`src/rtl/coin_conditioner.sv`:
```
// Coin-slot front end: synchronizes and debounces two raw coin sensors, then
// arbitrates their rising events into single-cycle credit or reject pulses.
module coin_conditioner #(
    parameter int SYNC_STAGES = 2,
    parameter int DEBOUNCE    = 4,
    parameter int LOCKOUT     = 3
) (
    input  logic clk,
    input  logic rst,
    input  logic raw_x,
    input  logic raw_y,
    input  logic en,
    output logic inx,
    output logic iny,
    output logic reject,
    output logic busy
);
    localparam int CW = $clog2(DEBOUNCE + 1);
    localparam int LW = $clog2(LOCKOUT + 1);
    localparam logic [CW-1:0] DB_LAST   = CW'(DEBOUNCE - 1);
    localparam logic [LW-1:0] LOCK_LOAD = LW'(LOCKOUT);

    // Channel 0 is coin X, channel 1 is coin Y.
    logic [SYNC_STAGES-1:0] sync_r [2];
    logic [CW-1:0]          cnt_r  [2];
    logic [1:0]             raw_s;
    logic [1:0]             s_s;
    logic [1:0]             stable_r;
    logic [1:0]             stable_prev_r;
    logic [1:0]             ev_s;
    logic [LW-1:0]          lock_r;
    logic [LW-1:0]          lock_next_s;
    logic                   inx_next_s;
    logic                   iny_next_s;
    logic                   reject_next_s;

    assign raw_s = {raw_y, raw_x};
    assign s_s   = {sync_r[1][SYNC_STAGES-1], sync_r[0][SYNC_STAGES-1]};
    assign ev_s  = stable_r & ~stable_prev_r;
    assign busy  = (lock_r != '0);

    // Per-channel synchronizer chain and debounce of the synchronized level.
    always_ff @(posedge clk) begin
        if (rst) begin
            for (int c = 0; c < 2; c++) begin
                sync_r[c] <= '0;
                cnt_r[c]  <= '0;
            end
            stable_r      <= 2'b00;
            stable_prev_r <= 2'b00;
        end else begin
            stable_prev_r <= stable_r;
            for (int c = 0; c < 2; c++) begin
                sync_r[c] <= {sync_r[c][SYNC_STAGES-2:0], raw_s[c]};
                if (s_s[c] == stable_r[c]) begin
                    cnt_r[c] <= '0;
                end else if (cnt_r[c] == DB_LAST) begin
                    stable_r[c] <= ~stable_r[c];
                    cnt_r[c]    <= '0;
                end else begin
                    cnt_r[c] <= cnt_r[c] + CW'(1);
                end
            end
        end
    end

    // Arbitration: coincident coins or coins during lockout are rejected.
    always_comb begin
        inx_next_s    = 1'b0;
        iny_next_s    = 1'b0;
        reject_next_s = 1'b0;
        if (en && (ev_s != 2'b00)) begin
            if ((lock_r != '0) || (ev_s == 2'b11)) begin
                reject_next_s = 1'b1;
            end else if (ev_s[0]) begin
                inx_next_s = 1'b1;
            end else begin
                iny_next_s = 1'b1;
            end
        end else begin
            reject_next_s = 1'b0;
        end
    end

    // Lockout reloads on any outgoing pulse, otherwise counts down to zero.
    always_comb begin
        lock_next_s = lock_r;
        if (inx_next_s || iny_next_s || reject_next_s) begin
            lock_next_s = LOCK_LOAD;
        end else if (lock_r != '0) begin
            lock_next_s = lock_r - LW'(1);
        end else begin
            lock_next_s = '0;
        end
    end

    // Registered output pulses and lockout counter.
    always_ff @(posedge clk) begin
        if (rst) begin
            inx    <= 1'b0;
            iny    <= 1'b0;
            reject <= 1'b0;
            lock_r <= '0;
        end else begin
            inx    <= inx_next_s;
            iny    <= iny_next_s;
            reject <= reject_next_s;
            lock_r <= lock_next_s;
        end
    end
endmodule
```
`config.mk`:
```
export PLATFORM = sky130hd
export DESIGN_NAME = coin_conditioner
export DESIGN_NICKNAME = d
export VERILOG_FILES = /design/src/rtl/coin_conditioner.sv
export SDC_FILE = /design/constraint.sdc
export NUM_CORES = 1
export LEC_CHECK = 0
export CORE_MARGIN = 2
export CORE_UTILIZATION = 40
export DETAILED_ROUTE_END_ITERATION = 7
export PLACE_DENSITY = 0.63
export RECOVER_POWER = 25
export SYNTH_ARGS = -nofsm -noshare
export SYNTH_HDL_FRONTEND = slang
export SYNTH_SLANG_ARGS = --single-unit
```
`constraint.sdc`:
```
create_clock -name clk -period 1.6 [get_ports clk]
set_input_delay 0.24 -clock clk [delete_from_list [all_inputs] [get_ports clk]]
set_output_delay 0.24 -clock clk [all_outputs]
set_load 0.01 [all_outputs]
```
==> out/metrics.cfg <==
[critical_path]
start_kind = register
cp_common_cell = ha_1
cpPeakStageDelay_ns = 0.41
cp_cell_sequence = ha_1 -> ha_1 -> or3_1 -> nor2_1
cp_slowest_cell = edfxtp_1
crit_fanout = 3
worst_ep_required_time_ns = 1.75
arrival_ns = 1.63
cp-end-kind = register
worstSetupPathType = reg2reg

[clock_network]
clk_latency_ns = 0.29
root_buffer = clkbuf_4
cts.sinks = 19
htree_levels = 1
cts.clk_slew.worst_paths_ns = 0.09
hold_buffers = 0
cts_buffers = 3
cts_setup_buffers = 0
cts_tree = done
cts_buffer_depth = 2

[placed_design]
port-buffer-count = 8
dpl_cell_area_um2 = 865
dp_hpwl_um = 667
place_congestion = 0.699

[logic_synthesis]
syn_inst = 65
synth-seq-cells = 19
synth_cell_type_count = 22
synth_area_um2 = 731
ys_warn_count = 0
synth_top_area_cell = dfxtp_1
synth-seq-area-share_pct = 60.3
syn_avg_cell_area_um2 = 11.2
synth_top_area_share_pct = 35.6
synthTopCellsByArea = dfxtp_1 (36%), edfxtp_1 (25%), ha_1 (6.8%)

[grt]
antenna_found_initial = 0
gr-usage-all-layers_pct = 11.4
grt_max_degree = 11
grt_pass1_wl_mm = 1.61
grt_pass1_vias = 389
grt_overflow = 0

[route]
viasPerCell = 4.14
drtIter0Drc = 2
vias = 443
drtAntennaViolNets = 0
post_drt_wl_per_cell_um = 8.39
drc = 0
totalWireLength_um = 898
dr.pass1.iters = 4

[floorplan]
die_x_um = 46.7
start_util_pct = 42.3
ioPinCount = 9
dieArea_mm2 = 0.00218
coreArea_mm2 = 0.00173
std_cell_rows = 15
die_y_um = 46.7

[cells_and_area]
postLayoutCellArea_um2 = 886
num-fill-cells = 166
diodes = 0
mostFrequentLayoutCells = dfxtp_1 (13), nor2b_1 (7), edfxtp_1 (6), conb_1 (6), clkdlybuf4s50_1 (6)
nets = 92
area_delta_synth_final_pct = 21.2
drive_gt1_share_pct = 9.76
layout_commonest_cell = dfxtp_1

[status]
status = finished, final reports clean

[sta]
fin_crit_sh_pct = 92.4
finalCriticalPeriod_ns = 1.48
finClkSkew_ns = 0.00536
slew_violations = 0
setup_viol = 0
finalSetupTns_ns = 0
max_freq_mhz = 676
hold_viol = 0
rsz0062_at_grt = no

[power]
power_leakage_nw = 0.353
peakVddDrop_mv = 0.449
power_density_mw_per_mm2 = 887

[flow_run]
maxCapViolations = 0

[hold_path]
hold_class = reg2reg

[flip-flops by register name, indices dropped and copies added, names as in the netlist]
name	count
stable_prev_r	2
cnt_r	6
reject	1
stable_r	2
inx	1
sync_r	4
lock_r	2
iny	1
[through the flow]
stage / cells / utilization [%] / hold WS, ns / power [W] / worst slack, ns
floorplan: 70 / - / 0.368 / 0.000551 / 0.222
global placement: 103 / 50.1 / 0.418 / 0.000568 / 0.152
detailed placement: 103 / 50.1 / 0.426 / 0.000568 / 0.138
CTS: 107 / 51.5 / 0.450 / 0.000802 / 0.113
global route: 107 / 51.3 / 0.460 / 0.000833 / 0.0416
finish: 107 / 51.3 / 0.444 / 0.000786 / 0.122
[cells by family (layout without fill, tap and decap cells)]
family	count (synthesis)	count (layout)	share of synthesized area (%)
compound gates	5	5	3.42
simple gates	27	27	21.2
xor+xnor	2	2	2.40
fa+ha+maj	4	4	6.85
flops	19	19	60.3
buf+inv	5	17	2.57
other cells	1	6	0.513
mux	2	2	2.74
[critical path: cells and delay by family (launching register included)]
family | cells | cell delay, ns
and+or+nand+nor | 2 | 0.50
adders and majority gates | 2 | 0.43
DFF | 1 | 0.41
[per-layer routing]
metal	share of wire [%]	vias to the layer above	routed length, µm	GRT usage (%)
li1	-	239	-	-
met1	51	191	457	14.1
met2	42	11	373	15.3
met3	4.8	2	43	3.46
met4	2.6	0	23	11.7
met5	0	-	0	0
[where the power goes]
group          leakage [nW]   total, W  internal, W  switching, W
clock                0.0150   0.000231    0.0000968      0.000134
combinational         0.171  0.0000410    0.0000215     0.0000194
sequential            0.167   0.000514     0.000509    0.00000501
[final timing paths]
check                           cells after the start  slack, ns      endpoint    startpoint
worst min register to register                      1       0.44  sync_r[0][3]  sync_r[0][2]
worst max-delay path                                4       0.12   cnt_r[1][2]   cnt_r[1][0]
worst min-delay path                                1       0.44  sync_r[0][3]  sync_r[0][2]
worst max register to register                      4       0.12   cnt_r[1][2]   cnt_r[1][0]
[timing repair]
| action | in CTS | in global routing |
|---|---|---|
| resized for setup | 1 | 0 |
| setup endpoints to repair | 1 | 0 |
| hold endpoints to repair | 0 | 0 |
[Yosys cell counts]
cell	n
clkbuf_1	1
dfxtp_1	13
inv_1	4
or3_1	1
and2b_1	1
ha_1	4
conb_1	1
edfxtp_1	6
nor2b_1	7
nand2_1	3
nand2b_1	2
or2b_1	1
o21ai_0	2
or2_2	1
nor2_2	3
a21oi_1	3
xnor2_1	2
nor4_1	1
mux2i_1	2
or3_4	1
nor3_1	1
nor2_1	5
[area by class of cell]
type                       count  area (µm²)  area share [%]
inverter                       4        15.0            1.69
multi-input combinational     46         290            32.8
clock buffer                   4        26.3            2.97
sequential                    19         440            49.7
tap                           25        31.3            3.53
timing repair buffer           9        82.6            9.32
Power figures use the tool's default switching activity.
